[config.mk]
export PLATFORM = sky130hd
export DESIGN_NAME = fib_gen_flat
export DESIGN_NICKNAME = d
export VERILOG_FILES = /design/src/rtl/fib_pkg.sv /design/src/rtl/fib_gen_if.sv /design/src/rtl/fib_step.sv /design/src/rtl/fib_gen.sv /design/src/flat_wrapper.sv
export SDC_FILE = /design/constraint.sdc
export NUM_CORES = 1
export LEC_CHECK = 0
export BUFFER_PORTS_ARGS = -buffer_cell sky130_fd_sc_hd__buf_4
export CORE_UTILIZATION = 55
export DETAILED_ROUTE_END_ITERATION = 12
export PLACE_DENSITY = 0.75
export SETUP_SLACK_MARGIN = 0.05
export SYNTH_ARGS = -nofsm -noshare
export SYNTH_HDL_FRONTEND = slang
export SYNTH_SLANG_ARGS = --single-unit
[constraint.sdc]
create_clock -name CLK -period 3.3 [get_ports CLK]
set_input_delay 0.66 -clock CLK [delete_from_list [all_inputs] [get_ports CLK]]
set_output_delay 0.66 -clock CLK [all_outputs]
set_load 0.02 [all_outputs]
[src/rtl/fib_pkg.sv]
// rtl/fib_pkg.sv - shared state, mode and width definitions for the Fibonacci generator
package fib_pkg;

  localparam int FIB_N_W    = 8;
  localparam int FIB_DATA_W = 32;

  localparam logic MODE_SINGLE = 1'b0;
  localparam logic MODE_STREAM = 1'b1;

  typedef enum logic [1:0] {
    IDLE   = 2'd0,
    CALC   = 2'd1,
    EMIT   = 2'd2,
    STREAM = 2'd3
  } fib_state_t;

endpackage

[src/rtl/fib_gen_if.sv]
// rtl/fib_gen_if.sv - request/result handshake bundle for the Fibonacci generator
interface fib_gen_if
  import fib_pkg::*;
#(
  parameter int N_W    = FIB_N_W,
  parameter int DATA_W = FIB_DATA_W
);

  logic [N_W-1:0]    fib_in;
  logic              mode_in;
  logic              vld_in;
  logic              rdy_in;
  logic [DATA_W-1:0] fib_out;
  logic              ovf_out;
  logic              last_out;
  logic              vld_out;
  logic              rdy_out;
  logic              busy;

  modport master (
    output fib_in, mode_in, vld_in, rdy_out,
    input  rdy_in, fib_out, ovf_out, last_out, vld_out, busy
  );

  modport slave (
    input  fib_in, mode_in, vld_in, rdy_out,
    output rdy_in, fib_out, ovf_out, last_out, vld_out, busy
  );

endinterface

[src/rtl/fib_step.sv]
// rtl/fib_step.sv - one combinational Fibonacci advance with overflow tracking
module fib_step
  import fib_pkg::*;
#(
  parameter int DATA_W = FIB_DATA_W
) (
  input  logic [DATA_W-1:0] a,
  input  logic [DATA_W-1:0] b,
  input  logic              ovf_a,
  input  logic              ovf_b,
  output logic [DATA_W-1:0] a_nxt,
  output logic [DATA_W-1:0] b_nxt,
  output logic              ovf_a_nxt,
  output logic              ovf_b_nxt
);

  logic carry;

  // shift the pair down and add; a carry or an already-wrapped term marks the new term as wrapped
  always_comb begin
    {carry, b_nxt} = {1'b0, a} + {1'b0, b};
    a_nxt          = b;
    ovf_a_nxt      = ovf_b;
    ovf_b_nxt      = ovf_a | ovf_b | carry;
  end

endmodule

[src/rtl/fib_gen.sv]
// rtl/fib_gen.sv - Fibonacci generator with single-result and streaming modes
module fib_gen
  import fib_pkg::*;
#(
  parameter int N_W    = FIB_N_W,
  parameter int DATA_W = FIB_DATA_W
) (
  input logic       CLK,
  input logic       rst,
  fib_gen_if.slave  bus
);

  fib_state_t        state, state_nxt;
  logic [DATA_W-1:0] a, b, a_step, b_step;
  logic              ovf_a, ovf_b, ovf_a_step, ovf_b_step;
  logic [N_W-1:0]    cnt, n_reg;
  logic              vld_r, vld_nxt;
  logic              accept, beat_done, is_last;
  logic              do_load, do_step;

  // a holds the presented term; in STREAM cnt is the index of the presented beat
  assign accept    = bus.vld_in && bus.rdy_in;
  assign beat_done = vld_r && bus.rdy_out;
  assign is_last   = (state == EMIT) || (cnt == n_reg);

  assign bus.rdy_in   = (state == IDLE) && !rst;
  assign bus.vld_out  = vld_r;
  assign bus.fib_out  = a;
  assign bus.ovf_out  = ovf_a;
  assign bus.last_out = vld_r && is_last;
  assign bus.busy     = (state != IDLE);

  fib_step #(.DATA_W(DATA_W)) u_step (
    .a         (a),
    .b         (b),
    .ovf_a     (ovf_a),
    .ovf_b     (ovf_b),
    .a_nxt     (a_step),
    .b_nxt     (b_step),
    .ovf_a_nxt (ovf_a_step),
    .ovf_b_nxt (ovf_b_step)
  );

  // state and output-valid registers
  always_ff @(posedge CLK) begin
    if (rst) begin
      state <= IDLE;
      vld_r <= 1'b0;
    end else begin
      state <= state_nxt;
      vld_r <= vld_nxt;
    end
  end

  // next state, output valid and datapath load/step control
  always_comb begin
    state_nxt = state;
    vld_nxt   = vld_r;
    do_load   = 1'b0;
    do_step   = 1'b0;
    case (state)
      IDLE: begin
        if (accept) begin
          do_load   = 1'b1;
          state_nxt = (bus.mode_in == MODE_STREAM) ? STREAM : CALC;
        end
      end
      CALC: begin
        if (cnt != n_reg) begin
          do_step = 1'b1;
        end else begin
          state_nxt = EMIT;
          vld_nxt   = 1'b1;
        end
      end
      EMIT: begin
        if (beat_done) begin
          state_nxt = IDLE;
          vld_nxt   = 1'b0;
        end
      end
      STREAM: begin
        if (!vld_r) begin
          vld_nxt = 1'b1;
        end else if (beat_done) begin
          if (is_last) begin
            state_nxt = IDLE;
            vld_nxt   = 1'b0;
          end else begin
            do_step = 1'b1;
          end
        end
      end
      default: begin
        state_nxt = IDLE;
        vld_nxt   = 1'b0;
      end
    endcase
  end

  // Fibonacci pair, overflow flags, step counter and latched index
  always_ff @(posedge CLK) begin
    if (rst) begin
      a     <= '0;
      b     <= '0;
      ovf_a <= 1'b0;
      ovf_b <= 1'b0;
      cnt   <= '0;
      n_reg <= '0;
    end else if (do_load) begin
      a     <= '0;
      b     <= DATA_W'(1);
      ovf_a <= 1'b0;
      ovf_b <= 1'b0;
      cnt   <= '0;
      n_reg <= bus.fib_in;
    end else if (do_step) begin
      a     <= a_step;
      b     <= b_step;
      ovf_a <= ovf_a_step;
      ovf_b <= ovf_b_step;
      cnt   <= cnt + N_W'(1);
    end
  end

endmodule

[src/flat_wrapper.sv]
// flat-port wrapper written by rule: the top's interface ports become plain ports
module fib_gen_flat import fib_pkg::*;
#(
  parameter int N_W    = FIB_N_W,
  parameter int DATA_W = FIB_DATA_W
)
  (CLK, rst, bus_fib_in, bus_mode_in, bus_vld_in, bus_rdy_out, bus_rdy_in, bus_fib_out, bus_ovf_out, bus_last_out, bus_vld_out, bus_busy);
  fib_gen_if #(.N_W(N_W), .DATA_W(DATA_W)) bus_i ();
  input logic CLK;
  input logic rst;
  input wire logic [$bits(bus_i.fib_in)-1:0] bus_fib_in;
  input wire logic [$bits(bus_i.mode_in)-1:0] bus_mode_in;
  input wire logic [$bits(bus_i.vld_in)-1:0] bus_vld_in;
  input wire logic [$bits(bus_i.rdy_out)-1:0] bus_rdy_out;
  output wire logic [$bits(bus_i.rdy_in)-1:0] bus_rdy_in;
  output wire logic [$bits(bus_i.fib_out)-1:0] bus_fib_out;
  output wire logic [$bits(bus_i.ovf_out)-1:0] bus_ovf_out;
  output wire logic [$bits(bus_i.last_out)-1:0] bus_last_out;
  output wire logic [$bits(bus_i.vld_out)-1:0] bus_vld_out;
  output wire logic [$bits(bus_i.busy)-1:0] bus_busy;
  assign bus_i.fib_in = bus_fib_in;
  assign bus_i.mode_in = bus_mode_in;
  assign bus_i.vld_in = bus_vld_in;
  assign bus_i.rdy_out = bus_rdy_out;
  assign bus_rdy_in = bus_i.rdy_in;
  assign bus_fib_out = bus_i.fib_out;
  assign bus_ovf_out = bus_i.ovf_out;
  assign bus_last_out = bus_i.last_out;
  assign bus_vld_out = bus_i.vld_out;
  assign bus_busy = bus_i.busy;
  fib_gen #(.N_W(N_W), .DATA_W(DATA_W)) u_core (.CLK(CLK), .rst(rst), .bus(bus_i));
endmodule
==> run_results.csv, run 1 <==
group,metric,value,unit
place,place_area,0.005384,mm2
critical_path,rr_startpoint,"u_core.bus.fib_out[0]",
die,die_area,0.009399,mm2
critical_path,critPathTopFamily,"compound AO/OA/AOI/OAI gates",
routing,via_count,4602,
clocking,htree_num_levels,3,
place,port_buffers,49,
critical_path,crit_buf_inv,0,
outcome,status,"complete, no violations",
timing,slew_viol_final,0,
global_routing,grt_pass1_vias,4265,
pwr,ir_drop,276.6,uV
timing,finalSetupTns,0,ps
logic_synthesis,synth_xor_area_share,5.652,%
global_routing,grt_pass1_wl,19090,um
critical_path,cpPeakStageDelay,420,ps
routing,dr.first_iter.drc_count,151,
layout,area_growth,12.57,%
logic_synthesis,syn-cell-area,0.004959,mm2
worst_hold_path,hold_path_end,"u_core.bus.fib_out[12]",
timing,min_period,2834,ps
global_routing,overflow,0,
clocking,cts_tree,"done",
logic_synthesis,yosys_register_bits,85,
worst_hold_path,hold_start,"u_core.b[12]",
clocking,ctsRootBufferMaster,"clkbuf_8",
routing,routedWlPerCell,13.67,um
global_routing,antenna_found_initial,0,
layout,antenna_cells,0,
routing,drtAntennaViolNets,0,
logic_synthesis,syn_nets,704,
critical_path,crit_path_end_kind,"flop",
routing,vias_per_cell,5.745,
timing,setup_viol,0,
worst_hold_path,hold_depth,2,
logic_synthesis,synth_warnings,0,
logic_synthesis,synth_top_family_by_area,"simple AND/OR/NAND/NOR gates",
place,gp_congestion,0.9942,
layout,seq_area,0.001702,mm2
critical_path,r2r_cells,10,
logic_synthesis,ys_types,56,
logic_synthesis,synth-simple-area-share,24.83,%
logic_synthesis,synth_edf_count,0,
die,core,0.008721,mm2
critical_path,critPathKind,"flop to flop",
logic_synthesis,ys.flop_type,"dfxtp_1",
global_routing,grt_max_degree,41,
clocking,numCtsBuffers,9,
critical_path,cp.required,3550,ps
die,fp.dieW,96.95,um
layout,nFillCells,745,
critical_path,rr_endpoint,"u_core.b[26]",
timing,fin_crit_sh,85.87,%
pwr,power.leakage,2.298,nW
logic_synthesis,yosysSeqAreaShare,34.32,%
worst_hold_path,worst_hold_path_type,"flop to flop",
clocking,cts_buffer_depth,2,
layout,fin_area,0.005582,mm2
global_routing,grt_usage,24.11,%
die,dieHeight,96.95,um
routing,drc_errors,0,
clocking,clk_latency,360,ps
layout,fin_util,64.00,%
layout,fin_nets,735,
logic_synthesis,synth_compound_area_share,22.18,%
critical_path,cp_max_fo,3,
timing,fin_skew,11.10,ps
logic_synthesis,netlist_instances,657,
clocking,clock_sinks,85,
critical_path,arrival,3090,ps
critical_path,cp_cell_sequence,"ha_1 > fa_1 > a211oi_1 > o21ai_0 > nand3b_1 > o2111ai_1 > a21oi_1 > o21ai_1 > a311o_1 > o311ai_1",
die,ioPinCount,50,
critical_path,start_kind,"flop",
logic_synthesis,synth.area.mux_share,0.6308,%
logic_synthesis,async_flop_share,0,%
logic_synthesis,avgSynthCellArea,7.547,um2
critical_path,r2r_setup_slack,470,ps
clocking,cts-hold-fix-buffers,0,
job,drv_cap,0,
die,initial_utilization,56.86,%
routing,firstDrtPassIters,4,
place,dp_hpwl,7901,um
clocking,postCtsSetupBuffers,0,
timing,rsz0062_at_grt,"no",
timing,hold_violations,0,
layout,multi_input_area,0.003084,mm2
clocking,post_cts_resized,0,
logic_synthesis,yosys.area_share.adder,8.731,%
pwr,p_per_area,361.6,mW/mm2
die,row_count,34,
timing,worst_pin_slew,695.3,ps
timing,slew_headroom,53.64,%
timing,fmax,352.9,MHz
routing,drt_wl_total,10950,um
clocking,cts.reportedPaths.clkPinSlew,90,ps
critical_path,slowest_stage,"fa_1",
layout,drive_above_1_share,11.11,%
layer usage:
| layer | global-route usage, % | vias to the layer above | wire length [um] |
|---|---|---|---|
| met5 | 0 | - | 0 |
| met4 | 7.003 | 0 | 117 |
| met3 | 3.613 | 10 | 390 |
| met2 | 41.28 | 92 | 5142 |
| met1 | 31.37 | 2128 | 5295 |
| li1 | - | 2372 | - |
how the worst max path moves through the flow:
stage               depth (start not counted)  slack, ps           end              startpoint
floorplan                                  10        650  u_core.b[31]  u_core.bus.fib_out[12]
global placement                           10        570  u_core.b[26]   u_core.bus.fib_out[0]
detailed placement                         10        480  u_core.b[26]   u_core.bus.fib_out[0]
CTS                                        10        450  u_core.b[26]   u_core.bus.fib_out[0]
global route                               10        280  u_core.b[26]   u_core.bus.fib_out[0]
finish                                     10        470  u_core.b[26]   u_core.bus.fib_out[0]
per-stage QoR:
step                total power, W  setup slack (ps)  instances  hold WS, ps
floorplan                 0.001228             647.5        657        439.9
global placement          0.001288             570.0        785        455.4
detailed placement        0.001294             475.4        785        464.0
CTS                       0.002041             446.3        801        469.1
global route              0.002105             283.1        801        484.1
finish                    0.002018             466.2        801        466.8
power breakdown:
part | switching, W | leakage (nW) | total, W | internal (W)
combinational | 0.000143 | 1.51 | 0.000208 | 0.0000653
sequential | 0.0000178 | 0.687 | 0.00106 | 0.00104
clock | 0.000391 | 0.101 | 0.000748 | 0.000357
total | 0.000551 | 2.30 | 0.00202 | 0.00147
cells by family after synthesis:
family | count (synthesis)
AND/OR/NAND/NOR | 275
AO/OA/AOI/OAI | 184
adder cells (fa/ha/maj) | 34
flip-flops | 85
XOR/XNOR | 32
buffers and inverters | 44
multiplexers | 3
Yosys cell counts, types with 2 or more instances:
library cell,n,area (um2)
nand2_1,151,566.8
and3_1,9,56.30
nand4_1,7,43.79
or4_1,2,15.01
nand2b_1,11,68.82
o21bai_1,2,15.01
o21a_1,3,22.52
a21oi_1,93,465.5
inv_1,8,30.03
o31ai_1,3,22.52
buf_2,7,35.03
nor4_1,8,50.05
o211ai_1,3,22.52
and2_1,4,25.02
clkbuf_1,27,101.4
nor3_1,8,40.04
or3_1,3,18.77
nor2b_1,3,18.77
xor2_1,16,140.1
a221o_1,2,20.02
xnor2_1,16,140.1
o221ai_1,2,17.52
a311oi_1,2,17.52
o21ai_0,33,165.2
mux2i_1,2,20.02
ha_1,33,412.9
a211oi_1,8,60.06
dfxtp_1,85,1702
nand3b_1,2,15.01
a31oi_1,8,50.05
nor2_1,32,120.1
and4_1,2,17.52
nand3_1,28,140.1
a21o_1,11,82.58
a211o_1,2,17.52
layout make-up:
type | instances | area share, %
well taps | 108 | 2.421
clock inverters | 6 | 1.255
clock buffers | 10 | 2.286
repair buffers | 56 | 7.756
multi-input cells | 528 | 55.26
inverters | 8 | 0.5380
flip-flops and latches | 85 | 30.49
worst min-delay path, delay by kind of cell (launching register included):
| kind | cells | cell delay, ps |
|---|---|---|
| AO/OA/AOI/OAI | 1 | 50 |
| AND/OR/NAND/NOR | 1 | 50 |
| flip-flops | 1 | 330 |
cell usage in the layout (no fill, tap or decap), types with 3 or more instances in the layout:
master / count
nor2_1: 32
and2_1: 4
xor2_1: 16
nand4_1: 7
nor3_1: 8
or3_1: 3
a31oi_1: 8
dfxtp_1: 85
o21a_1: 3
a211oi_1: 8
inv_1: 8
clkbuf_8: 9
nor2b_1: 3
buf_4: 55
a21oi_1: 93
o21ai_0: 33
and3_1: 8
o211ai_1: 3
nand2b_1: 10
a21o_1: 11
xnor2_1: 16
nand3_1: 27
ha_1: 33
o31ai_1: 3
nand2_1: 151
nor4_1: 8
(Power assumes the default switching activity.)
==> inputs of run 2 (changes only) <==
- PLACE_DENSITY: 0.75 -> 0.74
- SYNTH_HIERARCHICAL: default -> 1
==> run_results.csv, run 2 <==
group,metric,value,unit
place,port_buffers,49,
clocking,cts_tree,"done",
pwr,ir_drop,345.2,uV
outcome,status,"complete, no violations",
critical_path,critPathKind,"flop to flop",
logic_synthesis,synth_edf_count,0,
routing,routedWlPerCell,13.22,um
global_routing,grtUsageMet2,36.29,%
global_routing,grt_pass1_wl,19190,um
layout,drive_above_1_share,13.30,%
clocking,htree_num_levels,3,
critical_path,cp_max_fo,5,
clocking,cts-hold-fix-buffers,0,
routing,drt_wl_total,11110,um
logic_synthesis,avgSynthCellArea,8.162,um2
logic_synthesis,synthTopCellsByCount,"nand2_1 (180), dfxtp_1 (85), mux2i_1 (73)",
layout,area_growth,6.563,%
logic_synthesis,ys.flop_type,"dfxtp_1",
critical_path,setup.worst_path.end,"u_core/b[26]",
routing,firstDrtPassIters,4,
timing,worst_pin_slew,774.4,ps
timing,finalHoldWorstSlack,476.8,ps
timing,finalSetupTns,0,ps
logic_synthesis,netlist_instances,703,
pwr,sequentialPowerShare,43.8,%
global_routing,grt_usage,20.98,%
critical_path,worstSetupStartpoint,"u_core/bus.fib_out[0]",
logic_synthesis,syn_nets,750,
critical_path,cp.required,3600,ps
critical_path,start_kind,"flop",
die,row_count,36,
logic_synthesis,synth_top_area_share,29.66,%
logic_synthesis,synth-simple-area-share,21.74,%
timing,fin_skew,7.312,ps
global_routing,overflow,0,
pwr,clkPwrFrac,29.7,%
logic_synthesis,synth.area.mux_share,12.73,%
die,dieHeight,104.1,um
logic_synthesis,yosys_register_bits,85,
logic_synthesis,yosys.area_share.adder,7.545,%
die,ioPinCount,50,
job,drv_cap,0,
logic_synthesis,ys_types,65,
critical_path,cp_cell_sequence,"ha_1 > fa_1 > a21oi_1 > o211a_1 > nor3_2 > o31ai_2 > a21oi_2 > a2111o_1 > o311ai_1 > nand2_1 > mux2i_1",
pwr,internal_power,0.001719,W
timing,rsz0062_at_grt,"no",
routing,dr.first_iter.drc_count,218,
layout,antenna_cells,0,
clocking,numCtsBuffers,9,
global_routing,antenna_found_initial,0,
clocking,cts_buffer_depth,2,
logic_synthesis,synth_xor_area_share,5.037,%
global_routing,grt.met3_usage,4.699,%
critical_path,r2r_setup_slack,580,ps
timing,slew_headroom,48.37,%
timing,fmax,367.8,MHz
critical_path,crit_path_end_kind,"flop",
layout,layout_common_cells,"nand2_1 (180), dfxtp_1 (85), mux2i_1 (73), buf_4 (55), a21oi_1 (37)",
routing,via_count,4647,
routing,vias_per_cell,5.532,
timing,slew_viol_final,0,
die,fp.dieW,104.1,um
die,initial_utilization,57.64,%
layout,fin_nets,749,
clocking,cts.reportedPaths.clkPinSlew,90,ps
die,die_area,0.01085,mm2
clocking,postCtsSetupBuffers,0,
logic_synthesis,synthTopCellsByArea,"dfxtp_1 (30%), mux2i_1 (13%), nand2_1 (12%)",
logic_synthesis,async_flop_share,0,%
logic_synthesis,synth.most_common_cell,"nand2_1",
worst_hold_path,worst_hold_path_type,"flop to flop",
clocking,ctsRootBufferMaster,"clkbuf_8",
logic_synthesis,yosysTopAreaCell,"dfxtp_1",
clocking,clk_latency,370,ps
pwr,p_sw,0.0008425,W
pwr,p_per_area,418.8,mW/mm2
logic_synthesis,synth_warnings,6,
critical_path,cpPeakStageDelay,420,ps
logic_synthesis,yosysSeqAreaShare,29.66,%
pwr,power_frac_comb,26.5,%
timing,hold_violations,0,
pwr,power.leakage,2.516,nW
pwr,power,0.002561,W
global_routing,grtUsageMet1,26.35,%
layout,nFillCells,893,
global_routing,busiest_layer,"met2",
pwr,p_sw_share,32.90,%
timing,fin_crit_sh,82.38,%
critical_path,rr_endpoint,"u_core/b[26]",
critical_path,rr_startpoint,"u_core/bus.fib_out[0]",
logic_synthesis,synth_top_family_by_area,"simple AND/OR/NAND/NOR gates",
clocking,post_cts_resized,0,
clocking,clock_sinks,85,
critical_path,slowest_stage,"a2111o_1",
critical_path,r2r_cells,11,
global_routing,grt_max_degree,88,
layout,layout_commonest_cell,"nand2_1",
logic_synthesis,synth_compound_area_share,14.72,%
place,gp_congestion,0.8550,
place,dp_hpwl,7858,um
timing,setup_viol,0,
die,core,0.009955,mm2
routing,drtAntennaViolNets,0,
critical_path,arrival,3020,ps
timing,min_period,2719,ps
routing,drc_errors,0,
logic_synthesis,syn-cell-area,0.005738,mm2
global_routing,grt_pass1_vias,4379,
==> run 2: kinds of logic (layout without fill, tap and decap cells) <==
kind of cell / count (synthesis) / in the layout
XOR/XNOR: 33 / 33
buffers and inverters: 83 / 87
adder cells (fa/ha/maj): 34 / 34
AO/OA/AOI/OAI: 127 / 127
AND/OR/NAND/NOR: 268 / 268
multiplexers: 73 / 73
flip-flops: 85 / 85
==> run 2: layout make-up <==
class	instances	area, um2	area share [%]
inverters	15	56.30	0.9208
clock buffers	10	137.6	2.251
multi-input cells	535	3557	58.17
well taps	133	166.4	2.722
repair buffers	56	432.9	7.080
clock inverters	6	62.56	1.023
flip-flops and latches	85	1702	27.83
==> run 2: worst min-delay path by stage <==
stage / from / end / slack (ps) / depth (start not counted)
6_report: u_core/n_reg[2] / u_core/n_reg[2] / 480 / 2
5_1_grt: bus_fib_in[0] / u_core/n_reg[0] / 480 / 3
4_1_cts: bus_fib_in[0] / u_core/n_reg[0] / 460 / 3
3_5_place_dp: u_core/n_reg[2] / u_core/n_reg[2] / 470 / 2
3_3_place_gp: u_core/ovf_b / u_core/ovf_b / 460 / 2
2_1_floorplan: u_core/n_reg[0] / u_core/n_reg[0] / 450 / 2
==> run 2: worst max-delay path: cells and delay by family, from the launching register on <==
kind | cells | cell delay (ps)
flops | 1 | 340
mux | 1 | 120
compound gates | 6 | 1410
fa+ha+maj | 2 | 630
simple gates | 2 | 150
==> run 2: power groups by stage <==
stage | registers [W] | logic [W] | clock network, W
after detailed placement | 0.00115 | 0.000682 | 0
after global placement | 0.00114 | 0.000670 | 0
after CTS | 0.00112 | 0.000683 | 0.000780
after floorplan | 0.00113 | 0.000569 | 0
after global routing | 0.00113 | 0.000734 | 0.000824
final | 0.00112 | 0.000680 | 0.000760
==> run 2: metrics by stage <==
step                      util (%)  instance area (um2)  setup slack [ps]  cells
after global placement       59.41                 5914             672.3    824
after floorplan                  -                 5738             756.0    703
after global routing         61.43                 6115             447.9    840
final                        61.43                 6115             581.4    840
after CTS                    61.43                 6115             581.6    840
after detailed placement     59.41                 5914             597.5    824
==> run 2: per-layer routing <==
layer	part of all wire [%]	wire, um
met2	47	5190
met3	3.4	379
met1	49	5425
met4	0.99	110
met5	0	0
